[src/rtl/ring_johnson_decoder_pkg.sv]
// ring_johnson_decoder_pkg: FSM states, code sizes and code tables for the ring/Johnson decoder
package ring_johnson_decoder_pkg;
    typedef enum logic [1:0] {HUNT = 2'd0, TRACK = 2'd1, LOCKED = 2'd2} state_t;
    localparam int N_JOHNSON = 8;
    localparam int N_RING = 4;
    localparam logic [N_JOHNSON-1:0][3:0] JOHNSON_TAB = {
        4'b1000, 4'b1100, 4'b1110, 4'b1111, 4'b0111, 4'b0011, 4'b0001, 4'b0000
    };
    localparam logic [N_RING-1:0][3:0] RING_TAB = {4'b1000, 4'b0100, 4'b0010, 4'b0001};
endpackage

[src/rtl/ring_johnson_decoder_lut.sv]
// jr_code_lut: combinational code-to-index lookup for Johnson (mode=1) or one-hot ring (mode=0)
module jr_code_lut
    import ring_johnson_decoder_pkg::*;
(
    input  logic       mode,
    input  logic [3:0] code,
    output logic [2:0] index,
    output logic       legal
);
    always_comb begin
        index = 3'd0;
        legal = 1'b0;
        for (int i = 0; i < N_JOHNSON; i++)
            if (mode && code == JOHNSON_TAB[i]) begin
                index = 3'(i);
                legal = 1'b1;
            end
        for (int i = 0; i < N_RING; i++)
            if (!mode && code == RING_TAB[i]) begin
                index = 3'(i);
                legal = 1'b1;
            end
    end
endmodule

[src/rtl/ring_johnson_decoder.sv]
// ring_johnson_decoder: decodes sampled ring/Johnson counter codes, tracks stepping and reports lock/errors
module ring_johnson_decoder
    import ring_johnson_decoder_pkg::*;
#(
    parameter int LOCK_STEPS = 2,
    parameter int ERR_W = 8
) (
    input  logic             clk,
    input  logic             rst_n,
    input  logic             sample_en,
    input  logic             mode,
    input  logic [3:0]       code,
    output logic [2:0]       index,
    output logic             index_vld,
    output logic             locked,
    output logic             code_err,
    output logic             step_err,
    output logic             wrap,
    output logic [ERR_W-1:0] err_cnt
);
    state_t     state, state_d;
    logic [2:0] step_cnt, cnt_d, cnt_inc, lut_idx, last, succ;
    logic       mode_q, legal, hunt, is_succ, c_err, s_err, vld, wrap_d;

    jr_code_lut u_lut (.mode(mode), .code(code), .index(lut_idx), .legal(legal));

    always_comb begin
        hunt    = state == HUNT || mode != mode_q;
        last    = mode ? 3'(N_JOHNSON - 1) : 3'(N_RING - 1);
        succ    = index == last ? 3'd0 : index + 3'd1;
        is_succ = !hunt && lut_idx == succ;
        vld     = sample_en && legal;
        c_err   = sample_en && !legal;
        s_err   = vld && !hunt && !is_succ;
        wrap_d  = vld && is_succ && state == LOCKED && lut_idx == 3'd0;
        cnt_inc = step_cnt + 3'd1;
        state_d = !sample_en ? state :
                  !legal ? HUNT :
                  !is_succ ? TRACK :
                  (state == TRACK && cnt_inc == 3'(LOCK_STEPS)) ? LOCKED : state;
        cnt_d   = !sample_en ? step_cnt :
                  !is_succ ? 3'd0 :
                  state == TRACK ? cnt_inc : step_cnt;
    end

    always_ff @(posedge clk or negedge rst_n) begin
        if (!rst_n) begin
            state     <= HUNT;
            step_cnt  <= 3'd0;
            mode_q    <= 1'b0;
            index     <= 3'd0;
            index_vld <= 1'b0;
            locked    <= 1'b0;
            code_err  <= 1'b0;
            step_err  <= 1'b0;
            wrap      <= 1'b0;
            err_cnt   <= '0;
        end else begin
            state     <= state_d;
            step_cnt  <= cnt_d;
            mode_q    <= sample_en ? mode : mode_q;
            index     <= vld ? lut_idx : index;
            index_vld <= vld;
            locked    <= state_d == LOCKED;
            code_err  <= c_err;
            step_err  <= s_err;
            wrap      <= wrap_d;
            err_cnt   <= ((c_err || s_err) && err_cnt != '1) ? err_cnt + 1'b1 : err_cnt;
        end
    end
endmodule
[config.mk]
export PLATFORM = sky130hd
export DESIGN_NAME = ring_johnson_decoder
export DESIGN_NICKNAME = d
export VERILOG_FILES = /design/src/rtl/ring_johnson_decoder_pkg.sv /design/src/rtl/ring_johnson_decoder_lut.sv /design/src/rtl/ring_johnson_decoder.sv
export SDC_FILE = /design/constraint.sdc
export NUM_CORES = 1
export LEC_CHECK = 0
export ABC_AREA = 1
export CAP_MARGIN = 25
export CORE_ASPECT_RATIO = 0.75
export CORE_MARGIN = 5
export CORE_UTILIZATION = 40
export DETAILED_ROUTE_END_ITERATION = 8
export SYNTH_ARGS = -nofsm -noshare
export SYNTH_HDL_FRONTEND = slang
export SYNTH_HIERARCHICAL = 1
export SYNTH_SLANG_ARGS = --single-unit
[constraint.sdc]
create_clock -name clk -period 2.05 [get_ports clk]
set_input_delay 0.41 -clock clk [delete_from_list [all_inputs] [get_ports clk]]
set_output_delay 0.41 -clock clk [all_outputs]
set_load 0.005 [all_outputs]
# Word-level counts from Yosys, hierarchy flattened
# Cells that the tools add are included.
[word_totals]
out_inout_bits = 16
in_bits = 8
register_bits = 22
wordCells = 94
[classes]
n_addsub = 3
n_eq_ne = 18
mux = 31
reduce_logical = 32
[ops]
columns = ["cell", "count"]
rows = [
  ["$mux W3", 12],
  ["$logic_and A1 B1 Y1", 22],
  ["$eq A4 B4 Y1 const B", 4],
  ["$mux W1", 13],
  ["$mux W2", 6],
  ["$add A8 B1 Y8 const B", 1],
  ["$eq A4 B2 Y1 const B", 2],
  ["$eq A4 B3 Y1 const B", 2],
  ["$ne A8 B8 Y1 const B", 1],
  ["$add A3 B1 Y3 const B", 2],
  ["$eq A3 B3 Y1", 2],
  ["$eq A2 B2 Y1 const B", 2],
  ["$eq A4 B1 Y1 const B", 1],
  ["$logic_not A1 Y1", 4],
  ["$logic_not A4 Y1", 1],
  ["$eq A3 B2 Y1 const B", 1],
  ["$logic_not A3 Y1", 1],
  ["$eq A2 B1 Y1 const B", 1],
  ["$logic_not A2 Y1", 1],
  ["$logic_or A1 B1 Y1", 2],
  ["$ne A2 B1 Y1 const B", 1],
  ["$reduce_and A2 Y1", 1],
  ["$ne A1 B1 Y1", 1],
]

# Depth between registers and ports, before layout
# Gate-level depths: netlist (run 1).
[depth]
word_depth = 19
mapped_depth = 17
mapped_depth_nobuf = 16

# By module
# The synthesis (run 1) kept the hierarchy.
[by_module_without_submodules]
columns = ["mod", "cells_each", "seq_area_each_um2", "area_each_um2", "n_inst"]
rows = [
  ["ring_johnson_decoder", 150, 550.5, 1174.9, 1],
  ["jr_code_lut", 34, 0.0, 162.7, 1],
]

# Worst setup path after synthesis (run 1)
# Ideal clock, no wire load.
[synth_timing]
kind = "in2reg"
from = "input code[2]"
to = "register err_cnt[5]"
cell_stages = 13
path_buffers = 1
slack_ps = 250
t_arrival_ps = 1683
path_cell_list = "nor2_1 > nand2_1 > o21ai_0 > inv_1 > nand3_1 > nand2_1 > nor3_1 > nand2_2 > nand2_2 > buf_6 > nand2_2 > nand2_1 > nand2_1"
[synth_via]
elab_chain_len = 19
elab_cells_between_ends = 55
[synth_rtl]
columns = ["element", "line_no", "source"]
rows = [
  ["start, declared", "ring_johnson_decoder.sv:12", "input logic [3:0] code,"],
  ["$logic_not A4 Y1", "ring_johnson_decoder_lut.sv:14", "if (mode && code == JOHNSON_TAB[i]) begin"],
  ["$logic_and A1 B1 Y1", "ring_johnson_decoder_lut.sv:14", ""],
  ["$mux W1 (8 in a row)", "ring_johnson_decoder_lut.sv:14", ""],
  ["$mux W1 (3 in a row)", "ring_johnson_decoder_lut.sv:19", "if (!mode && code == RING_TAB[i]) begin"],
  ["$mux W1 *", "ring_johnson_decoder_lut.sv:19", ""],
  ["named net legal", "ring_johnson_decoder.sv:23", "logic mode_q, legal, hunt, is_succ, c_err, s_err, vld, wrap_d;"],
  ["$logic_and A1 B1 Y1", "ring_johnson_decoder.sv:32", "vld = sample_en && legal;"],
  ["$logic_and A1 B1 Y1 (2 in a row)", "ring_johnson_decoder.sv:34", "s_err = vld && !hunt && !is_succ;"],
  ["$logic_or A1 B1 Y1 *", "ring_johnson_decoder.sv:68", "err_cnt <= ((c_err || s_err) && err_cnt != '1) ? err_cnt + 1'b1 : err_cnt;"],
  ["$logic_and A1 B1 Y1 *", "ring_johnson_decoder.sv:68", ""],
  ["end signal, assigned", "ring_johnson_decoder.sv:68", ""],
  ["end, declared", "ring_johnson_decoder.sv:19", "output logic [ERR_W-1:0] err_cnt"],
]
# Mark *: on every way through the listed nets, which the timed path passes. The rest lies on a longest branch.
# A chain may end at the register's enable or synchronous reset.

# Worst setup path in the final report (run 1)
[layout_timing]
from = "input code[1]"
to = "register locked"
[layout_via]
elab_chain_len = 19
elab_cells_between_ends = 51
[layout_rtl]
columns = ["element", "line_no", "source"]
rows = [
  ["$eq A4 B1 Y1", "ring_johnson_decoder_lut.sv:14, ring_johnson_decoder_lut.sv:19", ""],
  ["$logic_and A1 B1 Y1", "ring_johnson_decoder_lut.sv:14", ""],
  ["$mux W1", "ring_johnson_decoder_lut.sv:14", ""],
  ["$mux W2 (2 in a row)", "ring_johnson_decoder_lut.sv:14", ""],
  ["$mux W3 (4 in a row)", "ring_johnson_decoder_lut.sv:14", ""],
  ["$mux W3 (3 in a row)", "ring_johnson_decoder_lut.sv:19", ""],
  ["$mux W3 *", "ring_johnson_decoder_lut.sv:19", ""],
  ["named net lut_idx[0]", "ring_johnson_decoder.sv:22", "logic [2:0] step_cnt, cnt_d, cnt_inc, lut_idx, last, succ;"],
  ["$eq A3 B3 Y1 *", "ring_johnson_decoder.sv:31", "is_succ = !hunt && lut_idx == succ;"],
  ["$logic_and A1 B1 Y1 *", "ring_johnson_decoder.sv:31", ""],
  ["$mux W2 *", "ring_johnson_decoder.sv:39", "!is_succ ? TRACK :"],
  ["$mux W2 *", "ring_johnson_decoder.sv:38", "!legal ? HUNT :"],
  ["$mux W2 *", "ring_johnson_decoder.sv:37", "state_d = !sample_en ? state :"],
  ["named net state_d[0]", "ring_johnson_decoder.sv:21", "state_t state, state_d;"],
  ["$eq A2 B2 Y1 *", "ring_johnson_decoder.sv:64", "locked <= state_d == LOCKED;"],
  ["end signal, assigned", "ring_johnson_decoder.sv:53", "locked <= 1'b0;"],
  ["end signal, assigned", "ring_johnson_decoder.sv:64", ""],
  ["end, declared", "ring_johnson_decoder.sv:15", "output logic locked,"],
]
# Marked as above.

==> results of run 1 <==
-- routing by layer --
layer	share of wire, %	track usage, %	routed length (um)
met1	49	18.63	1425
met2	46	21.64	1341
met3	4.6	3.916	135
met4	0.58	3.242	17
met5	0	0	0
-- final cells by class --
cell class	count	area share, %
sequential	22	30.60
clock buffer	3	2.295
inverter	31	6.467
timing repair buffer	40	20.10
multi-input combinational	129	37.76
tap	40	2.782
-- worst max-delay path by stage --
stage | end | cells past startpoint
after floorplan | err_cnt[5] | 13
after global placement | step_cnt[2] | 11
after detailed placement | err_cnt[2] | 13
after CTS | err_cnt[6] | 13
after global routing | locked | 16
final | locked | 16
-- critical path: stages --
cell and delay [ns]:
dlygate4sd2_1 0.30, buf_4 0.15, nor2_1 0.05, nand3_1 0.06, nand2_1 0.05, nor2_1 0.10
nand4_1 0.11, inv_1 0.09, nand3_1 0.08, nand2_1 0.07, inv_1 0.04, nand2_2 0.08
buf_4 0.13, inv_1 0.07, o21ai_1 0.17, nor2_1 0.07
-- cell usage in the layout (no fill, tap or decap), types with 2 or more instances in the layout --
master	Yosys	layout
dlygate4sd2_1	0	3
nor4_1	3	3
o21ai_1	3	3
buf_4	1	16
nand2_2	6	7
xnor2_1	2	2
clkbuf_8	0	3
nand2_1	50	49
ha_1	4	4
dfrtp_1	22	22
inv_1	30	30
o21ai_0	6	5
nand3_1	18	18
nand4_1	8	8
nor2_2	4	5
clkdlybuf4s50_1	0	18
xor2_1	3	3
nor2_1	15	13
-- per-stage QoR --
step | setup slack, ns | total power, mW | util [%]
3_3_place_gp | -0.3288 | 0.9966 | 53.26
6_report | 0.1627 | 1.251 | 55.10
4_1_cts | 0.1459 | 1.265 | 54.94
5_1_grt | 0.01041 | 1.347 | 55.10
3_5_place_dp | -0.3766 | 1.004 | 53.26
2_1_floorplan | 0.2503 | 0.7756 | -
-- Yosys cell counts, drive strengths merged --
library cell  count  share of area (%)
o211ai            1               0.56
nand2            56                 17
inv              31                8.7
nor4              3                1.4
buf               2                1.4
or2               2               0.94
nand4             8                3.7
nand3            18                6.7
xor2              3                2.0
nor2             19                6.1
ha                4                3.7
nand3b            1               0.56
a31oi             1               0.47
nor3              1               0.37
xnor2             2                1.3
o21ai             9                3.4
dfrtp            22                 41
o2111ai           1               0.65
-- power groups by stage --
stage / sequential (mW) / clock [mW] / combinational [mW]
finish: 0.562 / 0.256 / 0.433
global route: 0.575 / 0.278 / 0.494
CTS: 0.563 / 0.265 / 0.436
detailed placement: 0.572 / 0 / 0.432
global placement: 0.570 / 0 / 0.426
floorplan: 0.565 / 0 / 0.211
-- flip-flops by register name, summed over array words and instances (netlist names) --
name / count
locked: 1
index_vld: 1
wrap: 1
code_err: 1
index: 3
state: 2
err_cnt: 8
step_err: 1
mode_q: 1
step_cnt: 3
-- what timing repair did --
| item | 4_1_cts | 5_1_grt |
|---|---|---|
| setup endpoints to repair | 14 | 10 |
| hold buffers | 0 | 0 |
| pin swaps | 2 | 2 |
| gates resized for setup | 10 | 6 |
| endpoints found under the hold margin | 0 | 0 |
-- cell families after synthesis --
| family | share of synthesized area, % |
|---|---|
| buf+inv | 10.10 |
| compound gates | 5.052 |
| fa+ha+maj | 3.742 |
| flops | 41.16 |
| simple gates | 36.67 |
| xor+xnor | 3.275 |
==> metrics.cfg, run 1 <==
[run_status]
status=completed

[sta]
rsz0062_at_grt=no
maxSlewViolCount=0
finalSetupTns_ns=0
period_needed_ns=1.887
min_period_over_period_pct=92.06
setup_viol_count_final=0
whs_ns=0.4980
hold_viol_final=0
skew_ns=0.01045
worst_pin_slew_ns=0.4067
slew-limit-headroom_pct=72.63
clock.fmax_mhz=529.9

[clock_network]
clk_latency_ns=0.26
cts.clk_slew.worst_paths_ns=0.08
cts_htree_levels=1
clockBufferDepth=2
cts_made_buffers=3
cts_sinks=22
cts_root_buffer=clkbuf_8
cts_tree=yes
cts_setup_buffers=0

[drt]
drtIter0Drc=56
routedWlPerCell_um=11.01
vias_per_cell=4.785
via_count=1268
drc=0
dr.pass1.iters=4
antenna_left=0
wl_mm=2.918

[floorplanning]
dieHeight_um=60.08
coreArea_sq_um=3266
rows=18
fp.dieArea_sq_um=4612
ios=24
die_x_um=76.77
start_util_pct=40.96

[synth]
ys_warn_count=6
syn_nets=196
synthesis.area_sq_um=1338
synth_cells=184
synthDistinctLibCells=24
synth_seq_area_share_pct=41.16
syn_area_per_cell_sq_um=7.269
ys_seq_elements=22

[grt]
grt-ovfl-total=0
grt_usage_pct=13.69
antenna_found_initial=0
grt_pass1_vias=1184
grt_max_degree=23
grt_pass1_wl_mm=5.140

[worst_setup_path]
end_kind=register
r2r_cells=11
r2r-start=index[0]
crit_required_ns=2.19
path_max_fanout=4
cp-start-kind=primary input
reg2reg_to=locked
path_class=primary input to register
crit_arrival_ns=2.02
r2r_setup_slack_ns=0.29
startpoint=code[1]

[final_layout]
final_layout_size_suffix_gt1_share_pct=17.33
final_cell_count_no_fill=265
fin_nets=239
multi_input_area_sq_um=679.4
fillerInstances=306
syn_to_final_growth_pct=34.52
postLayoutCellArea_sq_um=1799
insertedDiodeCount=0
ff_latch_area_sq_um=550.5

[pwr]
p_comb_share_pct=34.6
vdd_ir_drop_max_v=0.0003723
power.share.switching_pct=31.80
netSwitchingPower_uw=397.9
p_int_uw=853.4
seq_power_share_pct=44.9
p_clk_share_pct=20.5
power.leakage_nw=0.9458
powerDensity_nw_per_um2=695.5

[place]
gp_congestion=0.7810
dp_cells=262
io_buffers=23
dp.final_hpwl_mm=2.359
placed_area_sq_um=1739

[worst_hold_path]
hp-class=primary input to async pin

[run]
maxCapViolCount=0

Power figures use the tool's default switching activity.
==> run 2, diff against run 1 <==
--- a/config.mk
+++ b/config.mk
@@ -13,5 +13,4 @@
 export DETAILED_ROUTE_END_ITERATION = 8
 export SYNTH_ARGS = -nofsm -noshare
 export SYNTH_HDL_FRONTEND = slang
-export SYNTH_HIERARCHICAL = 1
 export SYNTH_SLANG_ARGS = --single-unit
==> run 2 against run 1 <==
Effect of this change:
- cell area is 5.4% higher
- first-iteration DRC count is 14% lower
- sequential share of layout area is 1.6 points lower
- sequential cell count stayed put
- combinational power is 3% higher
- register-to-register slack worse by 0.05 ns
- count of clock-buffer cells in the layout stayed put
- sequential power is 2% higher
- die area is 7.7% higher
- critical path depth is 4 lower
- critical endpoint is now err_cnt[7]
==> metrics.cfg, run 2 <==
[run_status]
status=completed

[run]
maxCapViolCount=0  ; unchanged

[place]
dp_cells=276  ; +5.3%
gp_congestion=0.9368  ; +20%
dp.final_hpwl_mm=2.499  ; +5.9%
io_buffers=23  ; unchanged
pre_cts_slack_ns=-0.3246  ; +0.05202 ns

[synth]
syn_area_per_cell_sq_um=7.638  ; +5.1%
synthMuxAreaShare_pct=0  ; unchanged
synth_top_area_share_pct=37.74  ; -3.4 points
yosys.area_share.adder_pct=3.431  ; -0.31 points
synthesis.area_sq_um=1459  ; +9.1%
synth_xor_area_share_pct=4.202  ; +0.93 points
synth_enable_flop_cells=0  ; unchanged
synth.largest_area_cell=dfrtp_1
synthFlopType=dfrtp_1
async_reset_ff_share_pct=100.0  ; unchanged
synth_top_cells_by_count=45 x nand2_1, 22 x dfrtp_1, 21 x nand3_1
synthSimpleGateAreaFrac_pct=42.02  ; +5.4 points
synth_area_leaders=dfrtp_1 38%, nand2_1 12%, nand3_1 7.2%
ys_warn_count=0  ; -6
syn_nets=203  ; +3.6%
synthDistinctLibCells=28  ; +17%
synth_cells=191  ; +3.8%
synth_seq_area_share_pct=37.74  ; -3.4 points
synth_top_family_by_area=simple AND/OR/NAND/NOR gates
synth_compound_area_share_pct=4.717  ; -0.33 points
ys_seq_elements=22  ; unchanged
synth_most_common_cell=nand2_1

[grt]
grt-ovfl-total=0  ; unchanged
grt_max_degree=23  ; unchanged
antenna_found_initial=0  ; unchanged
grt_pass1_wl_mm=5.209  ; +1.3%
grt_usage_pct=12.74  ; -0.95 points
grt_pass1_vias=1138  ; -3.9%

[floorplanning]
coreArea_sq_um=3590  ; +9.9%
start_util_pct=40.64  ; -0.32 points
die_x_um=79.74  ; +3.9%
rows=19  ; +1
fp.dieArea_sq_um=4967  ; +7.7%
dieHeight_um=62.30  ; +3.7%
ios=24  ; unchanged

[drt]
wl_mm=3.027  ; +3.7%
via_count=1291  ; +1.8%
drc=0  ; unchanged
drtIter0Drc=48  ; -14%
antenna_left=0  ; unchanged
vias_per_cell=4.627  ; -3.3%
dr.pass1.iters=5  ; +1
routedWlPerCell_um=10.85  ; -1.5%

[final_layout]
layout.cells.most_common_list=45 x nand2_1, 22 x dfrtp_1, 21 x nand3_1
multi_input_area_sq_um=809.5  ; +19%
largest_register_ffs=8  ; unchanged
top_register=err_cnt
final_cell_count_no_fill=279  ; +5.3%
final_common_cell=nand2_1
fin_nets=241  ; +0.84%
ff_latch_area_sq_um=550.5  ; unchanged
utilization_pct=52.81  ; -2.3 points
fillerInstances=337  ; +10%
final_layout_size_suffix_gt1_share_pct=21.59  ; +4.3 points
syn_to_final_growth_pct=29.93
top_regs=err_cnt (8), index (3), step_cnt (3)
insertedDiodeCount=0  ; unchanged

[pwr]
vdd_ir_drop_max_v=0.0003494  ; -6.1%
power.leakage_nw=0.9925  ; +4.9%
p_clk_share_pct=19.6  ; -0.9 points
p_comb_share_pct=35.2  ; +0.6 points
powerDensity_nw_per_um2=667.6  ; -4.0%
p_int_uw=849.3  ; -0.48%
netSwitchingPower_uw=416.2  ; +4.6%
power.share.switching_pct=32.89  ; +1.1 points
seq_power_share_pct=45.1  ; +0.2 points
p_total_mw=1.265  ; +1.1%

[clock_network]
clk_latency_ns=0.25  ; about the same
clockBufferDepth=2  ; unchanged
cts_made_buffers=3  ; unchanged
cts_htree_levels=1  ; unchanged
cts_sinks=22  ; unchanged
cts_tree=yes
cts.clk_slew.worst_paths_ns=0.07  ; about the same
cts_root_buffer=clkbuf_8

[sta]
worst_pin_slew_ns=0.3843  ; -0.02239 ns
clock.fmax_mhz=546.6  ; +3.2%
maxSlewViolCount=0  ; unchanged
finalSetupTns_ns=0  ; unchanged
timing.final.ws_setup_ns=0.2204  ; +0.05773 ns
hold_viol_final=0  ; unchanged
min_period_over_period_pct=89.25  ; -2.8 points
skew_ns=0.0007624  ; -0.009689 ns
setup_viol_count_final=0  ; unchanged
slew-limit-headroom_pct=74.28  ; +1.6 points
period_needed_ns=1.830  ; -0.05773 ns
rsz0062_at_grt=no

[worst_setup_path]
reg2reg_to=err_cnt[7]
crit_arrival_ns=1.97  ; -0.05 ns
crit_required_ns=2.19  ; about the same
end_kind=register
path_class=primary input to register
r2r-start=index[0]
r2r_setup_slack_ns=0.24  ; -0.05 ns
path_max_fanout=9  ; +5
r2r_cells=13  ; +2
crit_end=err_cnt[7]
startpoint=mode
cp-start-kind=primary input

[worst_hold_path]
hp-class=primary input to async pin

## run 2: cell count changes in the layout (fill, tap and decap cells not counted), moves of 3 or more
cell	change
nand4_1	-3
nand2_2	+4
nand3_1	+3
inv_2	+4
nor3_1	+4
inv_1	-10
nor2_1	+3
nor4_1	-3
dlymetal6s2s_1	+4
nand2_1	-4
xor2_1	+3
nand2_4	+3
buf_4	-4
## run 2: worst max-delay path, cell delays in order
cell	delay (ns)
dlygate4sd2_1	0.41
nor2_1	0.09
nand3_1	0.15
nand2_2	0.10
nor2_1	0.11
nand2_1	0.09
nor2_1	0.20
inv_2	0.10
nand2_8	0.11
nand2_8	0.09
nand2_2	0.06
nand2_1	0.05
## run 2: power groups by stage
stage	registers [mW]	clock network, mW	logic, mW
floorplan	0.568	0	0.254
global placement	0.576	0	0.445
detailed placement	0.580	0	0.449
CTS	0.572	0.263	0.449
global route	0.584	0.280	0.502
finish	0.571	0.248	0.446
## run 2: timing repair
item,4_1_cts,5_1_grt
gates cloned,0,0
pin swaps,0,1
hold buffers,0,0
endpoints found under the setup margin,11,13
gates resized for setup,1,9
setup buffers,0,0
## run 2: cells by family after synthesis
family / count (synthesis)
flops: 22
compound gates: 12
xor+xnor: 7
fa+ha+maj: 4
buf+inv: 28
simple gates: 118
## run 2: worst min-delay path by stage
stage	startpoint	to	slack, ns	cells past startpoint
final	rst_n	err_cnt[3]	0.50	2
after CTS	rst_n	err_cnt[3]	0.51	2
after floorplan	rst_n	code_err	0.11	0
after global routing	step_cnt[2]	step_cnt[2]	0.52	2
after global placement	step_cnt[2]	step_cnt[2]	0.48	2
after detailed placement	step_cnt[1]	step_cnt[1]	0.49	2
## run 2: cell type report
| class | instances | share of cell area [%] |
|---|---|---|
| Tap cell | 52 | 3.432 |
| Multi-Input combinational cell | 141 | 42.71 |
| Sequential cell | 22 | 29.04 |
| Clock buffer | 3 | 2.178 |
| Inverter | 26 | 5.281 |
| Timing Repair Buffer | 35 | 17.36 |
## run 2: per-stage QoR
step / area, sq um / hold WS, ns
2_1_floorplan: 1459 / 0.1144
3_3_place_gp: 1829 / 0.4806
3_5_place_dp: 1829 / 0.4940
4_1_cts: 1869 / 0.5068
5_1_grt: 1896 / 0.5224
6_report: 1896 / 0.4991
## run 2: metal layers
metal / track usage (%) / vias to the layer above / wire [um]
met5: 0 / - / 0
met4: 1.899 / 0 / 13
met3: 3.324 / 2 / 163
met2: 18.23 / 30 / 1301
met1: 19.50 / 578 / 1548
li1: - / 681 / -
